===== config.mk =====
export PLATFORM = sky130hd
export DESIGN_NAME = lc3b_ctrl_pipe_flat
export DESIGN_NICKNAME = d
export VERILOG_FILES = /design/src/rtl/lc3b_ctrl_pipe_pkg.sv /design/src/rtl/lc3b_ctrl_pipe_if.sv /design/src/rtl/lc3b_ctrl_pipe_mem_seq.sv /design/src/rtl/lc3b_ctrl_pipe.sv /design/src/flat_wrapper.sv
export SDC_FILE = /design/constraint.sdc
export NUM_CORES = 1
export LEC_CHECK = 0
export CELL_PAD_IN_SITES_DETAIL_PLACEMENT = 0
export CELL_PAD_IN_SITES_GLOBAL_PLACEMENT = 1
export CORE_MARGIN = 4
export CORE_UTILIZATION = 43
export CTS_CLUSTER_SIZE = 40
export DETAILED_ROUTE_END_ITERATION = 16
export DONT_BUFFER_PORTS = 1
export PLACE_DENSITY_LB_ADDON = 0.1
export REMOVE_ABC_BUFFERS = 1
export SLEW_MARGIN = 40
export SYNTH_ARGS = -nofsm -noshare
export SYNTH_HDL_FRONTEND = slang
export SYNTH_SLANG_ARGS = --single-unit

===== constraint.sdc =====
create_clock -name clk -period 2.4 [get_ports clk]
set_clock_uncertainty 0.1 [all_clocks]
set_input_delay 0.36 -clock clk [delete_from_list [all_inputs] [get_ports clk]]
set_output_delay 0.36 -clock clk [all_outputs]
set_load 0.03 [all_outputs]

===== src/rtl/lc3b_ctrl_pipe_pkg.sv =====
// Shared LC-3b types for the control-word pipeline: opcodes, the decoded
// control word, stage contents, MEM sequencer states and opcode helpers.
package lc3b_types;

    typedef logic [2:0] lc3b_reg;

    typedef enum logic [3:0] {
        OP_BR   = 4'h0,
        OP_ADD  = 4'h1,
        OP_LDB  = 4'h2,
        OP_STB  = 4'h3,
        OP_JSR  = 4'h4,
        OP_AND  = 4'h5,
        OP_LDR  = 4'h6,
        OP_STR  = 4'h7,
        OP_RTI  = 4'h8,
        OP_NOT  = 4'h9,
        OP_LDI  = 4'ha,
        OP_STI  = 4'hb,
        OP_JMP  = 4'hc,
        OP_SHF  = 4'hd,
        OP_LEA  = 4'he,
        OP_TRAP = 4'hf
    } lc3b_opcode;

    // Decoded control word as produced by the control ROM.
    typedef struct packed {
        lc3b_opcode opcode;
        lc3b_reg    dest_register;
        logic       load_regfile;
        logic       load_cc;
        logic       load_hazard;
    } lc3b_control_word;

    typedef enum logic [1:0] {
        MS_IDLE,
        MS_ACC1,
        MS_ACC2
    } lc3b_mem_state;

    // How the EX/MEM/WB registers move on the next edge.
    typedef enum logic [1:0] {
        ADV_NORMAL,
        ADV_BUBBLE,
        ADV_FLUSH,
        ADV_HOLD
    } lc3b_adv_mode;

    typedef struct packed {
        lc3b_control_word ctrl;
        logic             valid;
    } lc3b_stage;

    localparam lc3b_stage STAGE_BUBBLE = '0;

    // Any opcode that touches data memory at all.
    function automatic logic is_mem_op(lc3b_opcode op);
        return op inside {OP_LDR, OP_LDB, OP_LDI, OP_TRAP, OP_STR, OP_STB, OP_STI};
    endfunction

    // Two-access indirection through a pointer fetched on the first access.
    function automatic logic is_indirect(lc3b_opcode op);
        return op inside {OP_LDI, OP_STI};
    endfunction

    // First access is a read (STI reads its pointer first).
    function automatic logic first_reads(lc3b_opcode op);
        return op inside {OP_LDR, OP_LDB, OP_LDI, OP_TRAP, OP_STI};
    endfunction

    function automatic logic first_writes(lc3b_opcode op);
        return op inside {OP_STR, OP_STB};
    endfunction

    function automatic logic is_byte_op(lc3b_opcode op);
        return op inside {OP_LDB, OP_STB};
    endfunction

endpackage


===== src/rtl/lc3b_ctrl_pipe_if.sv =====
// Data-memory request bus between the control pipeline and the memory side.
interface lc3b_ctrl_pipe_if;

    logic dmem_read;
    logic dmem_write;
    logic dmem_byte;
    logic dmem_addr_sel;
    logic load_ptr;
    logic dmem_resp;

    modport master (
        output dmem_read,
        output dmem_write,
        output dmem_byte,
        output dmem_addr_sel,
        output load_ptr,
        input  dmem_resp
    );

    modport slave (
        input  dmem_read,
        input  dmem_write,
        input  dmem_byte,
        input  dmem_addr_sel,
        input  load_ptr,
        output dmem_resp
    );

endinterface


===== src/rtl/lc3b_ctrl_pipe_mem_seq.sv =====
// MEM-stage access sequencer: decodes the MEM opcode into data-memory
// requests, walks LDI/STI through their two accesses and raises mem_stall
// until the final access completes.
module lc3b_mem_seq
    import lc3b_types::*;
(
    input  logic       clk,
    input  logic       reset_n,
    input  lc3b_opcode mem_opcode,
    input  logic       mem_valid,
    input  logic       dmem_resp,
    output logic       dmem_read,
    output logic       dmem_write,
    output logic       dmem_byte,
    output logic       dmem_addr_sel,
    output logic       load_ptr,
    output logic       mem_stall
);

    lc3b_mem_state state;
    logic          op_mem;
    logic          indirect;
    logic          first_acc;
    logic          second_acc;
    logic          final_acc;

    // Request decode from the current state and the instruction held in MEM.
    always_comb begin
        // NOTE: every always_comb output gets a default first, so no path can
        // leave it unassigned and infer a latch.
        dmem_read     = 1'b0;
        dmem_write    = 1'b0;
        dmem_byte     = 1'b0;
        dmem_addr_sel = 1'b0;
        load_ptr      = 1'b0;

        op_mem     = mem_valid & is_mem_op(mem_opcode);
        indirect   = is_indirect(mem_opcode);
        // The first access starts the cycle the op enters MEM, so a same-cycle
        // response gives a zero-wait advance.
        first_acc  = op_mem & (state == MS_IDLE || state == MS_ACC1);
        second_acc = op_mem & (state == MS_ACC2);
        final_acc  = second_acc | (first_acc & ~indirect);

        if (first_acc) begin
            dmem_read  = first_reads(mem_opcode);
            dmem_write = first_writes(mem_opcode);
            load_ptr   = indirect & dmem_resp;
        end
        if (second_acc) begin
            dmem_read     = (mem_opcode == OP_LDI);
            dmem_write    = (mem_opcode == OP_STI);
            dmem_addr_sel = 1'b1;
        end
        dmem_byte = (first_acc | second_acc) & is_byte_op(mem_opcode);
        mem_stall = (first_acc | second_acc) & ~(final_acc & dmem_resp);
    end

    // Access-phase state; a reset abandons any access in flight.
    always_ff @(posedge clk or negedge reset_n) begin
        // NOTE: sequential state uses non-blocking assignments so every
        // register samples pre-edge values regardless of block ordering.
        if (!reset_n) begin
            state <= MS_IDLE;
        end else begin
            unique case (state)
                MS_IDLE: begin
                    if (op_mem) begin
                        if (!dmem_resp) state <= MS_ACC1;
                        else if (indirect) state <= MS_ACC2;
                        else state <= MS_IDLE;
                    end
                end
                MS_ACC1: begin
                    if (dmem_resp) state <= indirect ? MS_ACC2 : MS_IDLE;
                end
                MS_ACC2: begin
                    if (dmem_resp) state <= MS_IDLE;
                end
                default: state <= MS_IDLE;
            endcase
        end
    end

endmodule


===== src/rtl/lc3b_ctrl_pipe.sv =====
// Control-word pipeline: carries the decoded control word through the EX,
// MEM and WB stage registers, resolving memory stalls, branch flushes and
// load-use hazards in that priority order.
module lc3b_ctrl_pipe
    import lc3b_types::*;
(
    input  logic                    clk,
    input  logic                    reset_n,
    input  lc3b_control_word        id_ctrl,
    input  logic                    id_valid,
    input  lc3b_reg                 id_sr1,
    input  lc3b_reg                 id_sr2,
    input  logic                    id_uses_sr1,
    input  logic                    id_uses_sr2,
    input  logic                    br_taken,
    lc3b_ctrl_pipe_if.master        dmem,
    output lc3b_control_word        ex_ctrl,
    output lc3b_control_word        mem_ctrl,
    output lc3b_control_word        wb_ctrl,
    output logic                    ex_valid,
    output logic                    mem_valid,
    output logic                    wb_valid,
    output logic                    stall_fetch,
    output logic                    flush_id,
    output logic                    wb_we,
    output logic                    wb_load_cc
);

    lc3b_stage    ex_q;
    lc3b_stage    mem_q;
    lc3b_stage    wb_q;
    lc3b_stage    id_stage;
    lc3b_adv_mode adv;
    logic         mem_stall;
    logic         hazard;
    logic         flush;

    lc3b_mem_seq u_mem_seq (
        .clk           (clk),
        .reset_n       (reset_n),
        .mem_opcode    (mem_q.ctrl.opcode),
        .mem_valid     (mem_q.valid),
        .dmem_resp     (dmem.dmem_resp),
        .dmem_read     (dmem.dmem_read),
        .dmem_write    (dmem.dmem_write),
        .dmem_byte     (dmem.dmem_byte),
        .dmem_addr_sel (dmem.dmem_addr_sel),
        .load_ptr      (dmem.load_ptr),
        .mem_stall     (mem_stall)
    );

    // Hazard/flush detection and the stage-advance priority decision.
    always_comb begin
        id_stage = STAGE_BUBBLE;
        if (id_valid) begin
            id_stage.ctrl  = id_ctrl;
            id_stage.valid = 1'b1;
        end

        hazard = id_valid & ex_q.valid & ex_q.ctrl.load_hazard &
                 ((id_uses_sr1 & (id_sr1 == ex_q.ctrl.dest_register)) |
                  (id_uses_sr2 & (id_sr2 == ex_q.ctrl.dest_register)));
        flush  = br_taken & mem_q.valid & ~mem_stall;

        if (mem_stall)   adv = ADV_HOLD;
        else if (flush)  adv = ADV_FLUSH;
        else if (hazard) adv = ADV_BUBBLE;
        else             adv = ADV_NORMAL;

        stall_fetch = mem_stall | (adv == ADV_BUBBLE);
        flush_id    = (adv == ADV_FLUSH);
    end

    // EX/MEM/WB stage registers.
    always_ff @(posedge clk or negedge reset_n) begin
        if (!reset_n) begin
            ex_q  <= STAGE_BUBBLE;
            mem_q <= STAGE_BUBBLE;
            wb_q  <= STAGE_BUBBLE;
        end else begin
            unique case (adv)
                ADV_HOLD: begin
                    ex_q  <= ex_q;
                    mem_q <= mem_q;
                    wb_q  <= wb_q;
                end
                ADV_FLUSH: begin
                    ex_q  <= STAGE_BUBBLE;
                    mem_q <= STAGE_BUBBLE;
                    wb_q  <= mem_q;
                end
                ADV_BUBBLE: begin
                    ex_q  <= STAGE_BUBBLE;
                    mem_q <= ex_q;
                    wb_q  <= mem_q;
                end
                default: begin
                    ex_q  <= id_stage;
                    mem_q <= ex_q;
                    wb_q  <= mem_q;
                end
            endcase
        end
    end

    // WB holds while MEM stalls, so writes are withheld until it moves on;
    // that gives exactly one write per retired instruction.
    assign wb_we      = wb_q.valid & wb_q.ctrl.load_regfile & ~mem_stall;
    assign wb_load_cc = wb_q.valid & wb_q.ctrl.load_cc & ~mem_stall;

    assign ex_ctrl   = ex_q.ctrl;
    assign mem_ctrl  = mem_q.ctrl;
    assign wb_ctrl   = wb_q.ctrl;
    assign ex_valid  = ex_q.valid;
    assign mem_valid = mem_q.valid;
    assign wb_valid  = wb_q.valid;

endmodule

===== src/flat_wrapper.sv =====
// flat-port wrapper written by rule: the top's interface ports become plain ports
module lc3b_ctrl_pipe_flat import lc3b_types::*;
  (clk, reset_n, id_ctrl, id_valid, id_sr1, id_sr2, id_uses_sr1, id_uses_sr2, br_taken, ex_ctrl, mem_ctrl, wb_ctrl, ex_valid, mem_valid, wb_valid, stall_fetch, flush_id, wb_we, wb_load_cc, dmem_dmem_read, dmem_dmem_write, dmem_dmem_byte, dmem_dmem_addr_sel, dmem_load_ptr, dmem_dmem_resp);
  lc3b_ctrl_pipe_if dmem_i ();
  input  logic clk;
  input  logic reset_n;
  input  lc3b_control_word id_ctrl;
  input  logic id_valid;
  input  lc3b_reg id_sr1;
  input  lc3b_reg id_sr2;
  input  logic id_uses_sr1;
  input  logic id_uses_sr2;
  input  logic br_taken;
  output lc3b_control_word ex_ctrl;
  output lc3b_control_word mem_ctrl;
  output lc3b_control_word wb_ctrl;
  output logic ex_valid;
  output logic mem_valid;
  output logic wb_valid;
  output logic stall_fetch;
  output logic flush_id;
  output logic wb_we;
  output logic wb_load_cc;
  output wire logic [$bits(dmem_i.dmem_read)-1:0] dmem_dmem_read;
  output wire logic [$bits(dmem_i.dmem_write)-1:0] dmem_dmem_write;
  output wire logic [$bits(dmem_i.dmem_byte)-1:0] dmem_dmem_byte;
  output wire logic [$bits(dmem_i.dmem_addr_sel)-1:0] dmem_dmem_addr_sel;
  output wire logic [$bits(dmem_i.load_ptr)-1:0] dmem_load_ptr;
  input wire logic [$bits(dmem_i.dmem_resp)-1:0] dmem_dmem_resp;
  assign dmem_dmem_read = dmem_i.dmem_read;
  assign dmem_dmem_write = dmem_i.dmem_write;
  assign dmem_dmem_byte = dmem_i.dmem_byte;
  assign dmem_dmem_addr_sel = dmem_i.dmem_addr_sel;
  assign dmem_load_ptr = dmem_i.load_ptr;
  assign dmem_i.dmem_resp = dmem_dmem_resp;
  lc3b_ctrl_pipe u_core (.clk(clk), .reset_n(reset_n), .id_ctrl(id_ctrl), .id_valid(id_valid), .id_sr1(id_sr1), .id_sr2(id_sr2), .id_uses_sr1(id_uses_sr1), .id_uses_sr2(id_uses_sr2), .br_taken(br_taken), .dmem(dmem_i), .ex_ctrl(ex_ctrl), .mem_ctrl(mem_ctrl), .wb_ctrl(wb_ctrl), .ex_valid(ex_valid), .mem_valid(mem_valid), .wb_valid(wb_valid), .stall_fetch(stall_fetch), .flush_id(flush_id), .wb_we(wb_we), .wb_load_cc(wb_load_cc));
endmodule

# ---- Word-level counts from Yosys, hierarchy flattened
# Index checks and enable logic that the tools add are counted.
dict set report word_totals {
  regBits 35
  input_bits 23
  output_inout_bits 42
  word_cells 89
}
dict set report op_classes {
  eq_ne 17
  n_mux 18
  bitwise_logic 26
  reduce_logical 9
}
# operator count
set op_table {}
lappend op_table {{11-bit one-hot mux with 2 select lines} 2}
lappend op_table {{1-bit AND} 19}
lappend op_table {{2-bit two-way mux} 7}
lappend op_table {{4-bit equality test (second input constant)} 3}
lappend op_table {{11-bit two-way mux} 1}
lappend op_table {{4-bit by 2-bit equality test with 1-bit output (second input constant)} 2}
lappend op_table {{4-bit by 3-bit equality test with 1-bit output (second input constant)} 2}
lappend op_table {{1-bit two-way mux} 7}
lappend op_table {{7-bit nonzero test} 1}
lappend op_table {{2-bit equality test (second input constant)} 3}
lappend op_table {{3-bit equality test} 2}
lappend op_table {{2-bit != test (second input constant)} 3}
lappend op_table {{2-bit one-hot mux with 3 select lines} 1}
lappend op_table {{2-bit nonzero test} 3}
lappend op_table {{5-bit nonzero test} 1}
lappend op_table {{2-bit by 1-bit equality test with 1-bit output (second input constant)} 2}
lappend op_table {{1-bit bitwise OR} 4}
lappend op_table {{1-bit inverter} 3}
lappend op_table {{3-bit AND reduction} 1}
lappend op_table {{2-bit zero test} 1}
lappend op_table {{2-bit OR reduction} 1}
lappend op_table {{1-bit logical OR} 1}

# ---- Logic depth before layout (Yosys ltp)
# Gate-level depths: netlist (run 1).
dict set report depth {
  depth_word 16
  mapped_depth 9
  depth_no_buf 7
}

# ---- Cells and area by module
# From an unflattened synthesis (run 1), not the netlist that was laid out.
dict set report hier_totals {
  hier_cells 145
  hier_area_um2 1667.8
}
# module instances cells_per_inst area_per_inst_um2 seq_area_each_um2
set by_module_without_submodules {}
lappend by_module_without_submodules {lc3b_ctrl_pipe 1 117 1442.6 825.8}
lappend by_module_without_submodules {lc3b_mem_seq 1 28 225.2 50.0}

# ---- Least setup slack after synthesis (run 1)
# Ideal clock, no wire load.
dict set report synth_path {
  path_type {register to output}
  from {register u_core.mem_q, in the netlist u_core.mem_ctrl[9]}
  to {output port dmem_dmem_byte}
  arrival_time_ns 2.259
  required_time_ns 1.940
  path_slack_ns -0.319
  stages_incl_launch_ff 3
  path_buffers 1
  path_cell_list {dfrtp_1 buf_2 a2111oi_0}
}
dict set report synth_between {
  elab_chain_cells 6
  elab_cells_between_ends 14
  classes_between {eq/ne: 7; bitwise: 5; reduce/logical: 2}
}
# item line_no
set synth_lines {}
lappend synth_lines {{from (decl)} lc3b_ctrl_pipe.sv:30} ;# lc3b_stage mem_q;
lappend synth_lines {{from (signal assigned)} lc3b_ctrl_pipe.sv:84} ;# mem_q <= mem_q;
lappend synth_lines {{from (signal assigned)} lc3b_ctrl_pipe.sv:94} ;# mem_q <= ex_q;
lappend synth_lines {{from (signal assigned)} lc3b_ctrl_pipe.sv:99} ;# mem_q <= ex_q;
lappend synth_lines {{4-bit by 3-bit equality test with 1-bit output, or another cell as far along} lc3b_ctrl_pipe_pkg.sv:58} ;# return op inside {OP_LDR, OP_LDB, OP_LDI, OP_TRAP, OP_STR, OP_STB, OP_STI};
lappend synth_lines {{7-bit nonzero test} lc3b_ctrl_pipe_pkg.sv:58}
lappend synth_lines {{1-bit AND} lc3b_ctrl_pipe_mem_seq.sv:37} ;# op_mem = mem_valid & is_mem_op(mem_opcode);
lappend synth_lines {{1-bit AND, on equally long branches} {lc3b_ctrl_pipe_mem_seq.sv:41, lc3b_ctrl_pipe_mem_seq.sv:42}}
lappend synth_lines {{1-bit bitwise OR} lc3b_ctrl_pipe_mem_seq.sv:55} ;# dmem_byte = (first_acc | second_acc) & is_byte_op(mem_opcode);
lappend synth_lines {{1-bit AND *} lc3b_ctrl_pipe_mem_seq.sv:55}
lappend synth_lines {{to (decl)} flat_wrapper.sv:26} ;# output wire logic [$bits(dmem_i.dmem_byte)-1:0] dmem_dmem_byte;
# Every way passes the cells marked *; elsewhere a longest branch is shown, timed or not.

# ---- Final worst setup path (run 1)
dict set report layout_path {
  from {register u_core.mem_q, in the netlist u_core.mem_ctrl[8]}
  to {output port stall_fetch}
}
dict set report layout_between {
  elab_chain_cells 15
  elab_cells_between_ends 25
  classes_between {eq/ne: 8; mux: 2; bitwise: 13; reduce/logical: 2}
}
# item line_no
set layout_lines {}
lappend layout_lines {{4-bit by 3-bit equality test with 1-bit output, or another cell as far along} lc3b_ctrl_pipe_pkg.sv:58}
lappend layout_lines {{7-bit nonzero test} lc3b_ctrl_pipe_pkg.sv:58}
lappend layout_lines {{1-bit AND} lc3b_ctrl_pipe_mem_seq.sv:37}
lappend layout_lines {{1-bit AND} lc3b_ctrl_pipe_mem_seq.sv:41} ;# first_acc = op_mem & (state == MS_IDLE || state == MS_ACC1);
lappend layout_lines {{1-bit AND} lc3b_ctrl_pipe_mem_seq.sv:43} ;# final_acc = second_acc | (first_acc & ~indirect);
lappend layout_lines {{1-bit bitwise OR} lc3b_ctrl_pipe_mem_seq.sv:43}
lappend layout_lines {{1-bit AND} lc3b_ctrl_pipe_mem_seq.sv:56} ;# mem_stall = (first_acc | second_acc) & ~(final_acc & dmem_resp);
lappend layout_lines {{1-bit inverter} lc3b_ctrl_pipe_mem_seq.sv:56}
lappend layout_lines {{1-bit AND *} lc3b_ctrl_pipe_mem_seq.sv:56}
lappend layout_lines {{1-bit inverter} lc3b_ctrl_pipe.sv:63} ;# flush = br_taken & mem_q.valid & ~mem_stall;
lappend layout_lines {{1-bit AND} lc3b_ctrl_pipe.sv:63}
lappend layout_lines {{2-bit two-way mux} lc3b_ctrl_pipe.sv:66} ;# else if (flush) adv = ADV_FLUSH;
lappend layout_lines {{2-bit two-way mux} lc3b_ctrl_pipe.sv:65} ;# if (mem_stall) adv = ADV_HOLD;
lappend layout_lines {{2-bit by 1-bit equality test with 1-bit output} lc3b_ctrl_pipe.sv:70} ;# stall_fetch = mem_stall | (adv == ADV_BUBBLE);
lappend layout_lines {{1-bit bitwise OR *} lc3b_ctrl_pipe.sv:70}
lappend layout_lines {{to (decl)} flat_wrapper.sv:20} ;# output logic stall_fetch;
# Marks and branches as above.

==> results.sh, run 1 <==
export IMPL_clock_root_buffer="clkbuf_8"
export IMPL_first_pass_iters=4
export IMPL_htree_num_levels=2
export IMPL_switching_share_pct=37.6
export IMPL_yosysTopAreaCellShare_pct=50.1
export IMPL_via_count=1226
export IMPL_final_cell_area_um2=2240
export IMPL_drive_above_1_share_pct=45.7
export IMPL_cp_cell_sequence="nor2b_4 -> a21o_1 -> a221oi_4 -> buf_6 -> a21oi_2 -> ha_2 -> or2_4"
export IMPL_dp_hpwl_um=2870
export IMPL_pwr_share_seq_pct=45.0
export IMPL_synth_flop_cell="dfrtp_1"
export IMPL_power_mw=2.08
export IMPL_ys_seq_area_share_pct=50.1
export IMPL_finalNonFillerCells=223
export IMPL_cap_viol_max_count=0
export IMPL_hold_viol=0
export IMPL_grt_overflow_total=0
export IMPL_switching_power_mw=0.785
export IMPL_drc_errors=0
export IMPL_slew_headroom_pct=69.1
export IMPL_ir_drop_uv=373
export IMPL_rsz0062_at_grt="true"
export IMPL_synth_warning_count=0
export IMPL_placed_area_um2=1910
export IMPL_power_density_nw_per_um2=929
export IMPL_via_per_inst=5.50
export IMPL_cts_clk_slew_worst_paths_ns=0.08
export IMPL_drtIter0Drc=64
export IMPL_synth_most_common_cell="dfrtp_1"
export IMPL_die_area_um2=5150
export IMPL_worstPathArrival_ns=1.95
export IMPL_n_antenna_cell=0
export IMPL_antenna_found_initial=0
export IMPL_place_gp_congestion=0.802
export IMPL_synth_common_cells="35 x dfrtp_1, 29 x mux2_2, 12 x nor2b_1, 10 x and3_1, 6 x xnor2_1"
export IMPL_intPower_mw=1.30
export IMPL_whs_ns=0.0363
export IMPL_cts_sinks=35
export IMPL_synth_edff_count=0
export IMPL_crit_slowest_cell="dfrtp_1"
export IMPL_avgSynthCellArea_um2=12.3
export IMPL_grt_pass1_vias=1284
export IMPL_initial_core_util_pct=46.0
export IMPL_post_route_period_util_pct=100
export IMPL_portBuffers=0
export IMPL_combPwrFrac_pct=28.8
export IMPL_netlist_top_cells_area="dfrtp_1 50%, mux2_2 19%, nor2b_1 4.3%, and3_1 3.6%, xnor2_1 3.0%"
export IMPL_cts_tree="done"
export IMPL_outcome="complete, but fails checks"
export IMPL_critPathKind="flop to primary output"
export IMPL_regArea_um2=876
export IMPL_clock_path_buffers=2
export IMPL_timing_fmax_mhz=415
export IMPL_final_nets=199
export IMPL_nFillCells=326
export IMPL_boundaryPins=65
export IMPL_wl_per_cell_um=19.1
export IMPL_slew_viol_final=0
export IMPL_syn_inst=142
export IMPL_clkLatencyLatePin_ns=0.29
export IMPL_final_core_util_pct=59.1
export IMPL_clock_power_share_pct=26.2
export IMPL_synth_seq_cells=35
export IMPL_critPathCaptureType="primary output"
export IMPL_worst_pin_slew_ns=0.463
export IMPL_grt_use_total_pct=16.6
export IMPL_postSynth_asyncResetShare_pct=100
export IMPL_grt_max_degree=36
export IMPL_worstPathRequired_ns=1.94
export IMPL_die_w_um=71.8
export IMPL_dp_cells=201
export IMPL_syn2layout_area_growth_pct=28.3
export IMPL_syn_cell_area_um2=1750
export IMPL_setup_viol=3
export IMPL_power_leakage_nw=1.08
export IMPL_fp_row_count=22
export IMPL_ant_nets=0
export IMPL_hp_class="input port to flop"
export IMPL_routed_wl_um=4260
export IMPL_core_area_um2=3800
export IMPL_violations="negative setup slack"
export IMPL_numCtsBuffers=5
export IMPL_crit_path_start_kind="flop"
export IMPL_min_period_ns=2.41
export IMPL_netlist_cell_type_count=35
export IMPL_grt_pass1_wl_um=6630
export IMPL_setup_ws_ns=-0.00730
export IMPL_multiInputGateArea_um2=868
export IMPL_path_max_fanout=4
export IMPL_critical_path_max_stage_delay_ns=0.41
export IMPL_synth_largest_area_cell="dfrtp_1"
export IMPL_die_y_um=71.8
[through the flow]
step                      TNS (ns)  setup slack (ns)
after floorplan             -19.58            -0.787
after global placement           0             0.139
after detailed placement         0            0.0964
after CTS                 -0.00112          -0.00112
after global routing        -0.315           -0.0862
final                     -0.00767          -0.00730
[power groups by stage]
stage                     Sequential (mW)  Clock (mW)  Combinational, mW
after floorplan                     0.998           0              0.269
after global placement              0.952           0              0.479
after detailed placement            0.958           0              0.489
after CTS                           0.938       0.560              0.559
after global routing                0.957       0.584              0.647
final                               0.938       0.547              0.600
[what timing repair did]
action	CTS	global route
setup endpoints to repair	4	14
hold buffers	2	0
pin swaps	3	2
gates cloned	0	1
resized for setup	6	11
buffers inserted	7	4
endpoints found under the hold margin	35	0
[logic make-up (layout without fill, tap and decap cells)]
family / count (synthesis) / after routing / share of synthesized area [%]
compound gates: 12 / 12 / 6.08
xor+xnor: 6 / 6 / 3.00
fa+ha+maj: 2 / 2 / 1.43
buf+inv: 11 / 44 / 3.93
flops: 35 / 35 / 50.1
mux: 31 / 31 / 19.9
simple gates: 45 / 45 / 15.6
[worst paths after layout]
| kind | startpoint | endpoint | slack [ns] | cells after the start |
|---|---|---|---|---|
| max | u_core.mem_ctrl[8]$_DFFE_PN0P_ | stall_fetch | -0.007 | 7 |
| min | dmem_dmem_resp | u_core.u_mem_seq.state[0]$_DFFE_PN0P_ | 0.04 | 1 |
| max reg2reg | u_core.mem_ctrl[8]$_DFFE_PN0P_ | u_core.ex_ctrl[4]$_DFFE_PN0P_ | 0.12 | 8 |
| min reg2reg | u_core.u_mem_seq.state[0]$_DFFE_PN0P_ | u_core.u_mem_seq.state[1]$_DFFE_PN0P_ | 0.48 | 3 |
| max in group asynchronous | reset_n | u_core.mem_ctrl[9]$_DFFE_PN0P_ | 1.59 | 2 |
| min in group asynchronous | reset_n | u_core.mem_ctrl[1]$_DFFE_PN0P_ | 0.42 | 2 |
[worst max-delay path: cells and delay by family (launching register included)]
family / cells / cell delay, ns
adders and majority gates: 1 / 0.17
and+or+nand+nor: 2 / 0.43
DFF: 1 / 0.41
buffers and inverters: 1 / 0.17
AOI/OAI and AO/OA: 3 / 0.48
[flip-flops by register name (all words and copies together) (netlist names)]
name,count
u_core.mem_valid,1
u_core.mem_ctrl,10
u_core.ex_valid,1
u_core.u_mem_seq.state,2
u_core.ex_ctrl,10
u_core.wb_ctrl,10
u_core.wb_valid,1
[placed cells by master, fill, tap and decap left out, drive strengths merged, types with 3 or more instances in the layout]
master	count
mux2	30
nor2	3
dfrtp	35
inv	4
buf	31
clkbuf	6
nand2	5
nor2b	12
and3	10
xnor2	6
nand2b	3
a21o	3
[metal layers]
metal	up-vias	routed length, µm	track usage (%)
met1	605	1740	19.5
met3	5	338	6.87
li1	569	-	-
met4	0	29	5.22
met5	-	0	0
met2	47	2150	27.3
[final cells by class]
class | instances | area share, %
flip-flops and latches | 35 | 39.0
multi-input cells | 96 | 38.7
repair buffers | 33 | 13.9
inverters | 3 | 0.502
clock inverters | 3 | 2.12
well taps | 48 | 2.68
clock buffers | 5 | 3.07
Note: power is estimated with default switching activity, not from simulation.
==> inputs of run 2 (changes only) <==
CORE_ASPECT_RATIO = 1.4   (was default)
CORE_UTILIZATION = 51   (was 43)
REMOVE_ABC_BUFFERS = default   (was 1)
clock period = 3 ns   (was 2.4 ns; I/O delays follow)
==> results.sh, run 2 (synthesis gave the netlist of run 1 again) <==
export IMPL_slew_headroom_pct=60.8
export IMPL_drtIter0Drc=34
export IMPL_wl_per_cell_um=19.2
export IMPL_die_area_um2=4440
export IMPL_fp_row_count=24
export IMPL_cap_viol_max_count=0
export IMPL_hp_class="input port to flop"
export IMPL_cts_sinks=35
export IMPL_hold_depth=1
export IMPL_dp_hpwl_um=2640
export IMPL_final_cell_mix="34 x dfrtp_1, 29 x mux2_2, 12 x nor2b_1, 10 x and3_1, 9 x buf_4"
export IMPL_path_max_fanout=8
export IMPL_die_w_um=57.5
export IMPL_power_density_nw_per_um2=758
export IMPL_cts_clk_slew_worst_paths_ns=0.06
export IMPL_worstPathRequired_ns=2.45
export IMPL_first_pass_iters=5
export IMPL_grt_pass1_wl_um=6070
export IMPL_dp_slack_ns=0.290
export IMPL_place_gp_congestion=0.861
export IMPL_cts_tree="done"
export IMPL_grt_max_degree=36
export IMPL_synth_nets=167
export IMPL_crit_cells=6
export IMPL_worst_pin_slew_ns=0.588
export IMPL_path_delay_family="compound AO/OA/AOI/OAI gates"
export IMPL_clock_path_buffers=2
export IMPL_placed_area_um2=1810
export IMPL_via_per_inst=5.95
export IMPL_critPathKind="flop to primary output"
export IMPL_nFillCells=270
export IMPL_drc_errors=0
export IMPL_critPathCaptureType="primary output"
export IMPL_n_antenna_cell=0
export IMPL_clock_root_buffer="clkbuf_8"
export IMPL_min_from="dmem_dmem_resp"
export IMPL_post_route_period_util_pct=96.8
export IMPL_slew_viol_final=0
export IMPL_setup_ws_ns=0.0960
export IMPL_outcome="completed"
export IMPL_critical_path_max_stage_delay_ns=0.57
export IMPL_antenna_found_initial=0
export IMPL_power_leakage_nw=0.940
export IMPL_ant_nets=0
export IMPL_worstPathArrival_ns=2.35
export IMPL_crit_slowest_cell="dfrtp_1"
export IMPL_boundaryPins=65
export IMPL_final_common_cell="dfrtp_1"
export IMPL_grt_overflow_total=0
export IMPL_final_nets=177
export IMPL_grt_pass1_vias=1290
export IMPL_r2r_cells=7
export IMPL_r2r_start="u_core.mem_ctrl[8]$_DFFE_PN0P_"
export IMPL_final_cell_area_um2=1960
export IMPL_portBuffers=0
export IMPL_reg2reg_slack_ns=0.36
export IMPL_finalSetupTns_ns=0
export IMPL_routed_wl_um=3690
export IMPL_grt_use_total_pct=18.0
export IMPL_die_y_um=77.3
export IMPL_hold_viol=0
export IMPL_via_count=1142
export IMPL_numCtsBuffers=5
export IMPL_rsz0062_at_grt="true"
export IMPL_core_area_um2=3210
export IMPL_syn2layout_area_growth_pct=11.9
export IMPL_whs_ns=0.125
export IMPL_setup_viol=0
export IMPL_worstHoldEndpoint="u_core.u_mem_seq.state[0]$_DFFE_PN0P_"
export IMPL_drive_above_1_share_pct=32.7
export IMPL_min_period_ns=2.90
export IMPL_rr_endpoint="u_core.ex_ctrl[4]$_DFFE_PN0P_"
export IMPL_timing_fmax_mhz=344
export IMPL_cp_cell_sequence="nor2b_1 -> a21o_1 -> a221oi_4 -> a21oi_1 -> ha_1 -> or2_2"
export IMPL_critPathBufInv=0
export IMPL_clkLatencyLatePin_ns=0.28
export IMPL_crit_path_start_kind="flop"
export IMPL_htree_num_levels=2
export IMPL_initial_core_util_pct=54.4
export IMPL_ir_drop_uv=423
run 2: cell types whose count changed in the layout (fill, tap and decap cells not counted), sizes merged:
cell    before  now
clkinv       1    0
clkbuf       6    8
bufinv       1    0
inv          4    3
buf         31   10
run 2: routing by layer:
layer / GRT usage [%] / routed length, µm / part of all wire (%)
met2: 30.0 / 1940 / 53
met4: 8.58 / 82 / 2.2
met3: 8.40 / 332 / 9.0
met5: 0 / 0 / 0
met1: 18.7 / 1340 / 36
run 2: cell type report:
type | count | area, µm² | area share [%]
flip-flops and latches | 35 | 877 | 44.8
multi-input cells | 96 | 823 | 42.0
clock buffers | 8 | 100 | 5.11
repair buffers | 11 | 97.6 | 4.98
well taps | 39 | 48.8 | 2.49
inverters | 3 | 11.3 | 0.575
run 2: how the worst max path moves through the flow:
stage                                   startpoint                       endpoint  slack [ns]
global route        u_core.mem_ctrl[8]$_DFFE_PN0P_                     wb_load_cc       -0.01
CTS                 u_core.mem_ctrl[8]$_DFFE_PN0P_                     wb_load_cc       0.007
global placement    u_core.mem_ctrl[7]$_DFFE_PN0P_  u_core.ex_ctrl[4]$_DFFE_PN0P_        0.39
floorplan           u_core.mem_ctrl[9]$_DFFE_PN0P_                 dmem_dmem_byte        0.19
finish              u_core.mem_ctrl[8]$_DFFE_PN0P_                    stall_fetch         0.1
detailed placement  u_core.mem_ctrl[7]$_DFFE_PN0P_  u_core.ex_ctrl[4]$_DFFE_PN0P_        0.29
run 2: power by group:
group	internal, mW	switching, mW	total, mW
Combinational	0.153	0.168	0.321
Clock	0.209	0.158	0.367
Sequential	0.555	0.241	0.796
run 2: timing repair:
item | 4_1_cts | 5_1_grt
setup buffers | 0 | 1
hold buffers | 2 | 0
setup endpoints to repair | 1 | 3
endpoints found under the hold margin | 35 | 0
resized for setup | 1 | 0
gates cloned | 0 | 0
run 2: per-stage QoR:
step	util, %	instances	total power [mW]
global placement	56.2	181	1.10
global route	60.9	192	1.58
CTS	60.3	191	1.50
floorplan	-	142	1.03
detailed placement	56.2	181	1.11
finish	60.9	192	1.48
